### src/rtl/fft_frame_controller_if.sv
`default_nettype none
// ============================================================================
// Module   : fft_frame_controller_if
// Purpose  : Bundles the sample stream, FFT core link and result stream
//            signals of the FFT frame controller.
// Revision : 1.0  initial release
// ============================================================================
interface fft_frame_controller_if #(
  parameter int N        = 8,
  parameter int NUM_SIZE = 32
);
  // upstream sample stream
  logic                  in_valid;
  logic                  in_ready;
  logic [NUM_SIZE-1:0]   in_data;
  // FFT core link
  logic [NUM_SIZE*N-1:0] fft_frame;
  logic                  fft_start;
  logic                  fft_done;
  logic [NUM_SIZE*N-1:0] fft_result;
  // downstream result stream
  logic                  out_valid;
  logic                  out_ready;
  logic [NUM_SIZE-1:0]   out_data;
  logic                  out_last;

  // controller side
  modport slave (
    input  in_valid, in_data, fft_done, fft_result, out_ready,
    output in_ready, fft_frame, fft_start, out_valid, out_data, out_last
  );

  // environment side (source, FFT core, sink)
  modport master (
    output in_valid, in_data, fft_done, fft_result, out_ready,
    input  in_ready, fft_frame, fft_start, out_valid, out_data, out_last
  );
endinterface
`default_nettype wire

### src/rtl/fft_frame_controller.sv
`default_nettype none
// ============================================================================
// Module   : fft_frame_controller
// Purpose  : Loads N samples straight into bit-reversed frame slots, launches
//            the FFT core, captures its result and streams it out in order.
// Revision : 1.0  initial release
// ============================================================================
module fft_frame_controller #(
  parameter int N        = 8,
  parameter int NUM_SIZE = 32
) (
  input  logic                   clk,
  input  logic                   rst,
  fft_frame_controller_if.slave  bus
);

  localparam int            IW       = $clog2(N);
  localparam logic [IW-1:0] LAST_IDX = IW'(N - 1);

  typedef enum logic [1:0] {
    LOAD   = 2'd0,
    START  = 2'd1,
    WAIT   = 2'd2,
    UNLOAD = 2'd3
  } state_t;

  state_t              state;
  state_t              state_next;
  logic [IW-1:0]       in_cnt;
  logic [IW-1:0]       out_cnt;
  logic [NUM_SIZE-1:0] frame_mem  [N];
  logic [NUM_SIZE-1:0] result_mem [N];
  logic                in_fire;
  logic                out_fire;

  // Reverse the IW index bits so sample k lands in its FFT input slot.
  function automatic logic [IW-1:0] bitrev(input logic [IW-1:0] k);
    logic [IW-1:0] r;
    r = '0;
    for (int b = 0; b < IW; b++) begin
      r[b] = k[IW-1-b];
    end
    return r;
  endfunction

  assign in_fire  = (state == LOAD)   && bus.in_valid;
  assign out_fire = (state == UNLOAD) && bus.out_ready;

  // State register.
  always_ff @(posedge clk) begin
    if (rst) begin
      state <= LOAD;
    end else begin
      state <= state_next;
    end
  end

  // Next-state decode; done pulses outside WAIT fall through unhandled.
  always_comb begin
    state_next = state;
    case (state)
      LOAD:    if (in_fire && (in_cnt == LAST_IDX))   state_next = START;
      START:   state_next = WAIT;
      WAIT:    if (bus.fft_done)                      state_next = UNLOAD;
      UNLOAD:  if (out_fire && (out_cnt == LAST_IDX)) state_next = LOAD;
      default: state_next = LOAD;
    endcase
  end

  // Input sample counter; clears explicitly on the last sample of a frame.
  always_ff @(posedge clk) begin
    if (rst) begin
      in_cnt <= '0;
    end else if (in_fire) begin
      in_cnt <= (in_cnt == LAST_IDX) ? '0 : in_cnt + IW'(1);
    end
  end

  // Frame store; only written in LOAD, so it is frozen while the core runs.
  always_ff @(posedge clk) begin
    if (rst) begin
      for (int j = 0; j < N; j++) begin
        frame_mem[j] <= '0;
      end
    end else if (in_fire) begin
      frame_mem[bitrev(in_cnt)] <= bus.in_data;
    end
  end

  // Result capture on the completion pulse seen in WAIT.
  always_ff @(posedge clk) begin
    if (rst) begin
      for (int j = 0; j < N; j++) begin
        result_mem[j] <= '0;
      end
    end else if ((state == WAIT) && bus.fft_done) begin
      for (int j = 0; j < N; j++) begin
        result_mem[j] <= bus.fft_result[j*NUM_SIZE +: NUM_SIZE];
      end
    end
  end

  // Output element counter; clears explicitly on the last transfer.
  always_ff @(posedge clk) begin
    if (rst) begin
      out_cnt <= '0;
    end else if (out_fire) begin
      out_cnt <= (out_cnt == LAST_IDX) ? '0 : out_cnt + IW'(1);
    end
  end

  // Outputs decode only registered state, so no input-to-output paths exist.
  assign bus.in_ready  = (state == LOAD);
  assign bus.fft_start = (state == START);
  assign bus.out_valid = (state == UNLOAD);
  assign bus.out_data  = result_mem[out_cnt];
  assign bus.out_last  = (state == UNLOAD) && (out_cnt == LAST_IDX);

  generate
    for (genvar j = 0; j < N; j++) begin : g_pack_frame
      assign bus.fft_frame[j*NUM_SIZE +: NUM_SIZE] = frame_mem[j];
    end
  endgenerate

endmodule
`default_nettype wire

### src/flat_wrapper.sv
// flat-port wrapper written by rule: the top's interface ports become plain ports
module fft_frame_controller_flat 
#(
  parameter int N        = 8,
  parameter int NUM_SIZE = 32
)
  (clk, rst, bus_in_valid, bus_in_data, bus_fft_done, bus_fft_result, bus_out_ready, bus_in_ready, bus_fft_frame, bus_fft_start, bus_out_valid, bus_out_data, bus_out_last);
  fft_frame_controller_if #(.N(N), .NUM_SIZE(NUM_SIZE)) bus_i ();
  input  logic clk;
  input  logic rst;
  input wire logic [$bits(bus_i.in_valid)-1:0] bus_in_valid;
  input wire logic [$bits(bus_i.in_data)-1:0] bus_in_data;
  input wire logic [$bits(bus_i.fft_done)-1:0] bus_fft_done;
  input wire logic [$bits(bus_i.fft_result)-1:0] bus_fft_result;
  input wire logic [$bits(bus_i.out_ready)-1:0] bus_out_ready;
  output wire logic [$bits(bus_i.in_ready)-1:0] bus_in_ready;
  output wire logic [$bits(bus_i.fft_frame)-1:0] bus_fft_frame;
  output wire logic [$bits(bus_i.fft_start)-1:0] bus_fft_start;
  output wire logic [$bits(bus_i.out_valid)-1:0] bus_out_valid;
  output wire logic [$bits(bus_i.out_data)-1:0] bus_out_data;
  output wire logic [$bits(bus_i.out_last)-1:0] bus_out_last;
  assign bus_i.in_valid = bus_in_valid;
  assign bus_i.in_data = bus_in_data;
  assign bus_i.fft_done = bus_fft_done;
  assign bus_i.fft_result = bus_fft_result;
  assign bus_i.out_ready = bus_out_ready;
  assign bus_in_ready = bus_i.in_ready;
  assign bus_fft_frame = bus_i.fft_frame;
  assign bus_fft_start = bus_i.fft_start;
  assign bus_out_valid = bus_i.out_valid;
  assign bus_out_data = bus_i.out_data;
  assign bus_out_last = bus_i.out_last;
  fft_frame_controller #(.N(N), .NUM_SIZE(NUM_SIZE)) u_core (.clk(clk), .rst(rst), .bus(bus_i));
endmodule
### config.mk
export PLATFORM = sky130hd
export DESIGN_NAME = fft_frame_controller_flat
export DESIGN_NICKNAME = d
export VERILOG_FILES = /design/src/rtl/fft_frame_controller_if.sv /design/src/rtl/fft_frame_controller.sv /design/src/flat_wrapper.sv
export SDC_FILE = /design/constraint.sdc
export NUM_CORES = 1
export LEC_CHECK = 0
export BUFFER_PORTS_ARGS = -buffer_cell sky130_fd_sc_hd__buf_2
export CAP_MARGIN = 15
export CORE_AREA = 2 2 226 228
export CTS_CLUSTER_SIZE = 20
export DETAILED_ROUTE_END_ITERATION = 8
export DIE_AREA = 0 0 228 230
export GPL_ROUTABILITY_DRIVEN = 0
export GPL_TIMING_DRIVEN = 0
export PLACE_DENSITY = 0.68
export SYNTH_ARGS = -nofsm -noshare
export SYNTH_HDL_FRONTEND = slang
export SYNTH_SLANG_ARGS = --single-unit
### constraint.sdc
create_clock -name clk -period 23.4 [get_ports clk]
set_input_delay 4.68 -clock clk [delete_from_list [all_inputs] [get_ports clk]]
set_output_delay 4.68 -clock clk [all_outputs]
set_load 0.005 [all_outputs]
Word-level counts from Yosys, hierarchy flattened
Memories as Yosys holds them, arrays and structs flattened. A register that Yosys moved wholly into a read port is not among the register bits.
Cells that the tools add are included.
{"block": "totals", "reg_bits": 8, "ramBits": 512, "inputBits": 293, "wordCells": 59, "n_memories": 2}
{"block": "op_classes", "addsub": 2, "eq_ne": 8, "muxes": 27, "bitwise": 8, "n_reduce_logical": 9}
{"name": "u_core.frame_mem", "words": 8, "width": 32, "read_ports": 8, "rd_clocked_by_memory_dff": 0, "write_ports": 8, "line": "fft_frame_controller.sv:31", "text": "logic [NUM_SIZE-1:0] frame_mem [N];"}
{"name": "u_core.result_mem", "words": 8, "width": 32, "read_ports": 1, "rd_clocked_by_memory_dff": 1, "write_ports": 8, "line": "fft_frame_controller.sv:32", "text": "logic [NUM_SIZE-1:0] result_mem [N];"}
{"operator": "$mux 32", "count": 9}
{"operator": "$reduce_or 32->1", "count": 1}
{"operator": "$mux 3", "count": 5}
{"operator": "$mux 1", "count": 9}
{"operator": "$or 1x1->1", "count": 8}
{"operator": "$pmux 2 s4", "count": 1}
{"operator": "$add 3x1->3 const B", "count": 2}
{"operator": "$eq 3x3->1 const B", "count": 2}
{"operator": "$logic_and 1x1->1", "count": 6}
{"operator": "$mux 2", "count": 3}
{"operator": "$eq 2x2->1 const B", "count": 2}
{"operator": "$ne 2x1->1 const B", "count": 2}
{"operator": "$reduce_and 3->1", "count": 1}
{"operator": "$eq 2x1->1 const B", "count": 1}
{"operator": "$logic_not 2->1", "count": 1}
{"operator": "$ne 2x2->1 const B", "count": 1}

Depth between registers and ports, before layout
Gate-level depths: netlist (run 1).
{"block": "depth", "depth_word": 7, "depth_mapped": 7, "mapped_depth_nobuf": 5}

Worst setup path after synthesis (run 1)
Ideal clock, no wire load.
{"block": "synth_path", "path_kind": "in2reg", "startpoint": "in rst", "endpoint": "mem u_core.result_mem[0][0], enable pin", "setup_time_ps": 1962, "arrival_ps": 9144, "required_time_ps": 21438, "path_slack_ps": 12295, "path_stages": 3, "path_cell_list": "clkbuf_1 inv_1 nand2_1"}
{"item": "from (decl)", "line": "flat_wrapper.sv:10", "text": "input logic rst;"}
{"item": "to (decl)", "line": "fft_frame_controller.sv:32"}

==> results of run 1 <==
-- layout by cell type (no fill, tap or decap), types with 2 or more instances in the layout --
master,netlist,routed
mux4_2,24,24
inv_1,7,7
and2_1,449,449
nand3_1,3,3
mux2_2,32,32
edfxtp_1,512,512
clkinv_2,0,11
a21oi_1,4,4
nand2_1,11,9
o21ai_4,0,6
and3_1,2,2
nand2b_1,3,3
buf_16,0,9
diode_2,0,9
ha_1,12,12
clkbuf_1,56,61
mux4_1,40,40
nor2_1,11,11
nor2b_1,65,65
mux2i_1,3,3
clkinvlp_4,0,7
bufinv_16,0,8
nand3b_1,3,3
dfxtp_1,11,11
buf_6,7,7
buf_2,8,591
buf_1,2,2
clkbuf_16,0,53
inv_16,0,2
clkinv_1,0,9
-- worst paths after layout --
kind,end,slack (ns)
setup / recovery,bus_out_data[22],16.21
hold / removal,u_core.in_cnt[1],0.50
setup reg to reg,u_core.frame_mem[6][12],20.89
hold reg to reg,u_core.in_cnt[1],0.50
-- worst max-delay path, cell delays in order (launching register included) --
cell	delay [ns]
dfxtp_1	0.30
buf_1	0.31
clkbuf_1	0.67
mux2_2	0.45
buf_2	0.16
-- registers in the layout (all words and copies together), names as in the netlist, named ones only --
register / flops
u_core.result_mem: 256
u_core.state: 2
u_core.frame_mem: 256
u_core.in_cnt: 3
u_core.out_cnt: 3
-- cell families (layout without fill, tap and decap cells) --
group | after synthesis | count (layout) | synth area share, %
adder cells (fa/ha/maj) | 12 | 12 | 0.696
AND/OR/NAND/NOR | 549 | 549 | 15.7
flip-flops | 523 | 523 | 72.3
buffers and inverters | 80 | 770 | 1.68
multiplexers | 99 | 99 | 9.19
AO/OA/AOI/OAI | 14 | 14 | 0.406
other | 0 | 9 | 0
-- final cells by class --
class                      instances  area [µm²]  area share, %
inverter                           7        26.3         0.0956
multi-input combinational        674        5680           20.7
timing repair buffer             593        3190           11.6
buffer                            73         337           1.23
clock buffer                      58        1350           4.90
sequential                       523       15600           56.8
tap                              672         841           3.06
antenna                            9        22.5         0.0820
clock inverter                    39         442           1.61
-- per-stage QoR --
step	utilization [%]	area, µm²
6_report	55.1	27500
3_3_place_gp	50.8	25300
5_1_grt	55.1	27500
2_1_floorplan	-	21600
3_5_place_dp	51.5	25700
4_1_cts	55.1	27500
-- cell usage after synthesis (2+ instances only) --
cell type / count
edfxtp_1: 512
and2_1: 449
nor2b_1: 65
clkbuf_1: 56
mux4_1: 40
mux2_2: 32
mux4_2: 24
ha_1: 12
dfxtp_1: 11
nand2_1: 11
nor2_1: 11
buf_2: 8
buf_6: 7
inv_1: 7
o21ai_0: 6
a21oi_1: 4
mux2i_1: 3
nand2b_1: 3
nand3_1: 3
nand3b_1: 3
and3_1: 2
buf_1: 2
-- layer usage --
| layer | GRT usage [%] | share of wire, % | wire length [µm] | vias up |
|---|---|---|---|---|
| met5 | 0 | 0.26 | 161 | - |
| met4 | 7.33 | 2.6 | 1620 | 24 |
| met3 | 5.39 | 7.2 | 4470 | 124 |
| met2 | 40.9 | 52 | 32000 | 611 |
| met1 | 27.9 | 38 | 23500 | 6484 |
| li1 | - | - | - | 5952 |
-- report_power, final --
group | switching (µW) | total [µW] | internal [µW]
Combinational | 72.4 | 127 | 54.5
Clock | 369 | 876 | 507
Sequential | 12.4 | 1080 | 1070
==> flow_metrics.tcl, run 1 <==
set metrics [dict create \
    finalSetupViolations 0 \
    crit_required_ns 18.72 \
    cts.sinks 523 \
    htree_levels 2 \
    clock_path_buffers 3 \
    dp_slack_ns 15.78 \
    critPathArrivalTime_ns 2.51 \
    worst_pin_slew_ns 0.924 \
    syn_to_final_growth_pct 27.4 \
    synth.avg_cell_area_um2 16.9 \
    worstPathMaxFanout 10 \
    fin_skew_ns 0.0212 \
    drc_errors 0 \
    vias_per_cell 4.98 \
    p_leak_uw 0.0113 \
    cts_setup_buffers 0 \
    fp-row-count 82 \
    synth-edff-count 512 \
    holdWs_ns 0.501 \
    synth_seq_area_share_pct 72.3 \
    core_area_mm2 0.0499 \
    worstReg2RegStart "u_core.state[0]" \
    hold_violations 0 \
    drt-total-wl_mm 61.8 \
    setup_ws_ns 16.21 \
    peakVddDrop_mv 0.0708 \
    reg2reg_depth 5 \
    syn-num-nets 1582 \
    synthCells 1277 \
    cts_tree "built" \
    path_class "flip-flop to output port" \
    min_period_ns 7.19 \
    portBuffers 583 \
    synthTopCellsByArea "edfxtp_1 71%, and2_1 13%, mux4_1 4.9%, mux4_2 2.5%, nor2b_1 1.9%" \
    rsz0062_at_grt "false" \
    ys_warn_count 0 \
    slew_headroom_pct 38.4 \
    final_nets 2230 \
    die_y_um 230 \
    num_io_pins 585 \
    dr.pass1.iters 6 \
    cts-resized-gates 0 \
    finalNonFillerCells 2648 \
    synth_seq_cells 523 \
    initial_core_util_pct 43.2 \
    fin_crit_sh_pct 30.7 \
    synth.distinct_cells 28 \
    p_total_uw 2090 \
    num_vias 13200 \
    syn_area_mm2 0.0216 \
    clockRootBuffer "clkbuf_16" \
    cts_buffers 53 \
    powerDensity_mw_per_mm2 76.0 \
    final_layout_size_suffix_gt1_share_pct 38.4 \
    dieArea_mm2 0.0524 \
    grt_max_degree 74 \
    die_w_um 228 \
    synth_ff_type "edfxtp_1" \
    max_cap_violations 0 \
    clk_latency_ns 0.61 \
    slew_viol_final 0 \
    hold_path.class "flip-flop to flip-flop" \
    nFillCells 4038 \
    drt_iter0_drc 1133 \
    overflow 0 \
    synth_top_area_share_pct 71.3 \
    placed_cells 2542 \
    grt_first_pass_wirelength_mm 88.2 \
    antenna_found_initial 23 \
    fmax_mhz 139 \
    avgRoutedWirePerCell_um 23.3 \
    async_reset_ff_share_pct 0 \
    fin_setup_tns_ns 0 \
    status "finished, final reports clean" \
    endpoint_kind "output port" \
    hold_start "u_core.in_cnt[1]" \
    dp_hpwl_mm 46.1 \
    grt_pass1_vias 13300 \
    holdBufCountCts 0 \
    track_usage_pct 23.0 \
    yosys.area.top_type "edfxtp_1" \
    crit_path_start_kind "flip-flop" \
    min_path_cells 2 \
    path_clk_slew_ns 0.06 \
    postRouteAntennaNets 0 \
]
(Power assumes the default switching activity.)
==> run 2, diff against run 1 <==
--- a/config.mk
+++ b/config.mk
@@ -5,12 +5,13 @@
 export SDC_FILE = /design/constraint.sdc
 export NUM_CORES = 1
 export LEC_CHECK = 0
+export ABC_AREA = 1
 export BUFFER_PORTS_ARGS = -buffer_cell sky130_fd_sc_hd__buf_2
 export CAP_MARGIN = 15
-export CORE_AREA = 2 2 226 228
+export CORE_AREA = 2 2 227 229
 export CTS_CLUSTER_SIZE = 20
 export DETAILED_ROUTE_END_ITERATION = 8
-export DIE_AREA = 0 0 228 230
+export DIE_AREA = 0 0 229 231
 export GPL_ROUTABILITY_DRIVEN = 0
 export GPL_TIMING_DRIVEN = 0
 export PLACE_DENSITY = 0.68
==> constraint.sdc (replaced) <==
create_clock -name clk -period 7.1 [get_ports clk]
set_input_delay 1.42 -clock clk [delete_from_list [all_inputs] [get_ports clk]]
set_output_delay 1.42 -clock clk [all_outputs]
set_load 0.005 [all_outputs]
==> run 2 against run 1 <==
Compared with the run above:
- sequential cell count unchanged
- non-clock buffer count increased by 22
- combinational power rose to 7.8 times the previous value
==> flow_metrics.tcl, run 2 <==
set metrics [dict create \
    cp_slowest_cell "clkbuf_1" \
    drt-total-wl_mm 68.1 \
    fp-row-count 83 \
    top_regs "u_core.frame_mem (256), u_core.result_mem (256)" \
    syn_area_mm2 0.0217 \
    p_sw_uw 2010 \
    synth_top_area_share_pct 70.7 \
    overflow 0 \
    synth-edff-count 512 \
    clockRootBuffer "clkbuf_16" \
    hold_start "u_core.in_cnt[0]" \
    worst_pin_slew_ns 0.935 \
    finalSetupViolations 0 \
    cts.sinks 523 \
    postRouteAntennaNets 0 \
    path_class "flip-flop to output port" \
    worstPathMaxFanout 10 \
    min_period_ns 3.90 \
    yosysMostFrequentCell "nor2_1" \
    synth_xor_area_share_pct 0 \
    combPwrFrac_pct 12.2 \
    clock_path_buffers 3 \
    mostFrequentLayoutCells "777 x nor2_1, 650 x buf_2, 512 x edfxtp_1, 301 x inv_1, 175 x nand2_1" \
    slew_viol_final 0 \
    syn-num-nets 2353 \
    core_area_mm2 0.0507 \
    fin_setup_tns_ns 0 \
    cts_setup_buffers 0 \
    powerDensity_mw_per_mm2 292 \
    synth_seq_area_share_pct 71.7 \
    synth_compound_area_share_pct 3.20 \
    p_total_uw 8090 \
    yosys.area.top_type "edfxtp_1" \
    drt_iter0_drc 1473 \
    seqPwrFrac_pct 47.9 \
    clk_latency_ns 0.62 \
    cts-resized-gates 0 \
    rsz0062_at_grt "false" \
    synthCells 2048 \
    htree_levels 2 \
    antenna_found_initial 16 \
    syn_to_final_growth_pct 27.3 \
    dp_hpwl_mm 51.1 \
    synth_seq_cells 523 \
    initial_core_util_pct 42.9 \
    fin_skew_ns 0.0193 \
    async_reset_ff_share_pct 0 \
    max_stage_delay_ns 0.54 \
    synthTopCellsByArea "edfxtp_1 71%, nor2_1 13%, inv_1 5.2%, nand2_1 3.2%, o21ai_0 2.9%" \
    holdBufCountCts 0 \
    p_sw_share_pct 24.8 \
    p_leak_uw 0.0133 \
    synthMuxAreaShare_pct 0 \
    path_cells "inv_2 > clkbuf_1 > nor2_1 > o21ai_0 > nand2_1 > nand2_1 > nand2_1 > buf_2" \
    synth_fa_ha_area_share_pct 0.691 \
    final_nets 2995 \
    dr.pass1.iters 6 \
    ys_warn_count 0 \
    num_vias 16600 \
    cts_buffers 54 \
    drc_errors 0 \
    crit_buf_inv 3 \
    p_clk_share_pct 39.9 \
    vias_per_cell 4.85 \
    synth_ff_type "edfxtp_1" \
    crit_family "buffers and inverters" \
    synth.distinct_cells 20 \
    final_common_cell "nor2_1" \
    portBuffers 583 \
    endpoint_kind "output port" \
    critPathArrivalTime_ns 2.48 \
    peakVddDrop_mv 0.184 \
    fin_crit_sh_pct 54.9 \
    status "finished, final reports clean" \
    cts_tree "built" \
    dp_slack_ns 3.17 \
    grt_first_pass_wirelength_mm 97.9 \
    dieArea_mm2 0.0529 \
    ys_top_cells_by_count "777 x nor2_1, 512 x edfxtp_1, 301 x inv_1, 183 x nand2_1, 124 x o21ai_0" \
    die_y_um 231 \
    synth.avg_cell_area_um2 10.6 \
    worstReg2RegStart "u_core.state[0]" \
    crit_required_ns 5.68 \
    max_cap_violations 0 \
    die_w_um 229 \
    avgRoutedWirePerCell_um 19.9 \
    slew_headroom_pct 37.5 \
    synthSimpleGateAreaFrac_pct 17.0 \
    track_usage_pct 25.0 \
    hold_violations 0 \
    p_int_uw 6080 \
    path_clk_slew_ns 0.06 \
    crit_path_frequent_cell "nand2_1" \
    hold_path.class "flip-flop to flip-flop" \
    final_layout_size_suffix_gt1_share_pct 27.6 \
    grt_pass1_vias 16500 \
    grt_max_degree 100 \
    holdWs_ns 0.530 \
    fmax_mhz 257 \
    setup_ws_ns 3.20 \
    num_io_pins 585 \
    finish.utilization_pct 54.6 \
    synth_top_family_by_area "simple AND/OR/NAND/NOR gates" \
    crit_path_start_kind "flip-flop" \
]
==> run 2: changes by cell type after synthesis, moves of 40 or more <==
| cell | previous run | this run |
|---|---|---|
| and2_1 | 449 | 0 |
| buf_2 | 8 | 67 |
| inv_1 | 7 | 301 |
| mux4_1 | 40 | 0 |
| nand2_1 | 11 | 183 |
| nor2_1 | 11 | 777 |
| nor2b_1 | 65 | 0 |
| o21ai_0 | 6 | 124 |
==> run 2: area by class of cell <==
cell class                 count  area (µm²)
fill                        4405       23000
clock inverter                43         653
multi-input combinational   1120        4570
inverter                     303        1140
sequential                   523       15600
clock buffer                  58        1370
timing repair buffer         586        3000
antenna                       15        37.5
tap                          680         851
buffer                       102         467
==> run 2: power groups by stage <==
| stage | Clock [µW] | Combinational [µW] | Sequential (µW) |
|---|---|---|---|
| finish | 3230 | 990 | 3870 |
| global route | 3360 | 1090 | 3900 |
| CTS | 3240 | 993 | 3870 |
| detailed placement | 0 | 987 | 3940 |
| global placement | 0 | 951 | 3960 |
| floorplan | 0 | 468 | 3950 |
==> run 2: kinds of logic (layout without fill, tap and decap cells) <==
logic type,count (synthesis),after routing
simple gates,970,970
flops,523,523
buf+inv,405,1092
compound gates,138,138
fa+ha+maj,12,12
other cells,0,15
==> run 2: tightest hold or removal path: stages, from the launching register on <==
cell and delay, ns:
dfxtp_1 0.34, nand2_1 0.09, a21oi_1 0.06
==> run 2: metal layers <==
metal  share of wire [%]  GRT usage, %  vias to the layer above
met2                  50          43.8                      880
met5                   0             0                        -
met4                 4.7          11.8                        0
li1                    -             -                     7786
met1                  37          30.0                     7799
met3                 8.0          4.53                      159
==> run 2: metrics by stage <==
| stage | cell area, µm² | cells |
|---|---|---|
| after floorplan | 21700 | 2048 |
| after global placement | 25500 | 3311 |
| after detailed placement | 25600 | 3314 |
| after CTS | 27600 | 3415 |
| after global routing | 27700 | 3426 |
| final | 27700 | 3430 |
==> run 2: final timing paths <==
check,end,slack (ns),cells after the start
setup / recovery,bus_out_data[8],3.20,8
hold / removal,u_core.in_cnt[0],0.53,2
setup reg to reg,u_core.frame_mem[1][14],4.36,7
hold reg to reg,u_core.in_cnt[0],0.53,2
==> run 3, diff against run 2 <==
==> constraint.sdc (replaced) <==
create_clock -name clk -period 4 [get_ports clk]
set_input_delay 0.8 -clock clk [delete_from_list [all_inputs] [get_ports clk]]
set_output_delay 0.8 -clock clk [all_outputs]
set_load 0.005 [all_outputs]
==> run 3 against run 2 <==
Compared with the run above:
- first-iteration DRC count increased by 3.3%
- sequential power is 78% higher
- critical path depth unchanged
- clock power rose by 46%
- sequential share of layout area is 0.75 points higher
- via count hardly changed
- die area unchanged
- final cell count decreased by 0.38%
==> flow_metrics.tcl, run 3 (synthesis gave the netlist of run 2 again) <==
set metrics [dict create \
    status "finished, final reports clean" \
    reg2reg_depth 8 \
    track_usage_pct 24.9 \
    cts.sinks 523 \
    clock_path_buffers 3 \
    min_period_ns 3.27 \
    grt_max_degree 90 \
    die_w_um 229 \
    p_sw_uw 3490 \
    nFillCells 4460 \
    rsz0062_at_grt "false" \
    num_io_pins 585 \
    rr_endpoint "u_core.frame_mem[0][3]" \
    endpoint_kind "output port" \
    final_layout_size_suffix_gt1_share_pct 27.4 \
    holdBufCountCts 0 \
    top_regs "u_core.frame_mem (256), u_core.result_mem (256)" \
    crit_path_frequent_cell "nand2_1" \
    clk_latency_ns 0.61 \
    antenna_found_initial 10 \
    cts_setup_buffers 0 \
    fin_crit_sh_pct 81.8 \
    worstPathMaxFanout 10 \
    peakVddDrop_mv 0.365 \
    mostFrequentLayoutCells "777 x nor2_1, 650 x buf_2, 512 x edfxtp_1, 301 x inv_1, 176 x nand2_1" \
    syn_to_final_growth_pct 25.7 \
    max_cap_violations 0 \
    hold_path.class "primary input to flip-flop" \
    worstReg2RegStart "u_core.state[0]" \
    hold_violations 0 \
    p_leak_uw 0.0131 \
    path_class "flip-flop to output port" \
    portBuffers 583 \
    fin_setup_tns_ns 0 \
    die_y_um 231 \
    dr.pass1.iters 6 \
    cts-resized-gates 0 \
    dieArea_mm2 0.0529 \
    min_path_cells 3 \
    crit_path_start_kind "flip-flop" \
    p_sw_share_pct 26.1 \
    rrSetupSlack_ns 1.25 \
    clockRootBuffer "clkbuf_16" \
    htree_levels 2 \
    finalSetupViolations 0 \
    initial_core_util_pct 42.9 \
    hold_start "bus_fft_result[248]" \
    crit_required_ns 3.20 \
    path_cells "inv_2 > buf_2 > clkbuf_1 > o21ai_0 > nand2_1 > nand2_1 > nand2_1 > buf_2" \
    powerDensity_mw_per_mm2 489 \
    path_clk_slew_ns 0.06 \
    fp-row-count 83 \
    slew_headroom_pct 36.2 \
    p_clk_share_pct 35.3 \
    worst_pin_slew_ns 0.954 \
    drt-total-wl_mm 67.3 \
    slew_viol_final 0 \
    fmax_mhz 306 \
    core_area_mm2 0.0507 \
    hold_path_end "u_core.result_mem[7][24]" \
    cts_tree "built" \
    avgRoutedWirePerCell_um 19.7 \
    max_stage_delay_ns 0.45 \
    critPathArrivalTime_ns 2.47 \
    postRouteAntennaNets 0 \
    seqPwrFrac_pct 51.5 \
    final_common_cell "nor2_1" \
    drt_iter0_drc 1522 \
    vias_per_cell 4.87 \
    cp_slowest_cell "clkbuf_1" \
    combPwrFrac_pct 13.2 \
    finish.utilization_pct 53.9 \
    p_int_uw 9860 \
    final_nets 2997 \
    grt_pass1_vias 16100 \
    num_vias 16600 \
    overflow 0 \
    grt_first_pass_wirelength_mm 97.9 \
    dp_hpwl_mm 51.2 \
    drc_errors 0 \
    cts_buffers 53 \
    fin_skew_ns 0.0186 \
]
## run 3: per-layer routing
layer	up-vias	GRT usage (%)	part of all wire (%)
met3	143	3.82	7.8
met5	-	0	0.015
met4	2	8.34	3.4
li1	7769	-	-
met1	7856	30.6	37
met2	860	44.9	52
## run 3: worst max-delay path: cells and delay by family (launching register included)
family                 cells  cell delay, ns
flip-flops                 1            0.33
buffers and inverters      4            0.91
AO/OA/AOI/OAI              1            0.26
AND/OR/NAND/NOR            3            0.36
## run 3: layout make-up
class	count	area, µm²	share of cell area, %
Clock buffer	62	1360	4.98
Sequential cell	523	15600	57.1
Timing Repair Buffer	589	3060	11.2
Inverter	303	1140	4.16
Antenna cell	6	15.0	0.0550
Multi-Input combinational cell	1120	4570	16.7
Tap cell	680	851	3.11
Clock inverter	32	265	0.971
Buffer	102	467	1.71
## run 3: how the worst max path moves through the flow
stage / end / cells after the start / startpoint / slack, ns
6_report: bus_out_data[10] / 8 / flip-flop / 0.73
5_1_grt: bus_out_data[10] / 8 / flip-flop / 0.61
4_1_cts: bus_out_data[10] / 8 / flip-flop / 0.69
3_5_place_dp: u_core.result_mem[6][18] / 6 / rst / 0.64
3_3_place_gp: u_core.result_mem[6][21] / 4 / rst / -0.36
2_1_floorplan: u_core.result_mem[0][0] / 4 / rst / 0.63
## run 3: per-stage QoR
step	setup slack [ns]	hold slack, ns	cell area (µm²)	power, µW	cells
after floorplan	0.634	0.475	21700	7820	2048
after global placement	-0.356	0.489	25500	8710	3311
after detailed placement	0.644	0.504	25700	8760	3317
after CTS	0.692	0.455	27300	13400	3411
after global routing	0.606	0.474	27300	13800	3416
final	0.728	0.478	27300	13400	3417
## run 3: power by group through the flow
stage,clock [µW],combinational (µW),sequential [µW]
after floorplan,0,832,6980
after global placement,0,1700,7010
after detailed placement,0,1770,6990
after CTS,4730,1780,6880
after global routing,4940,1950,6930
final,4710,1770,6880
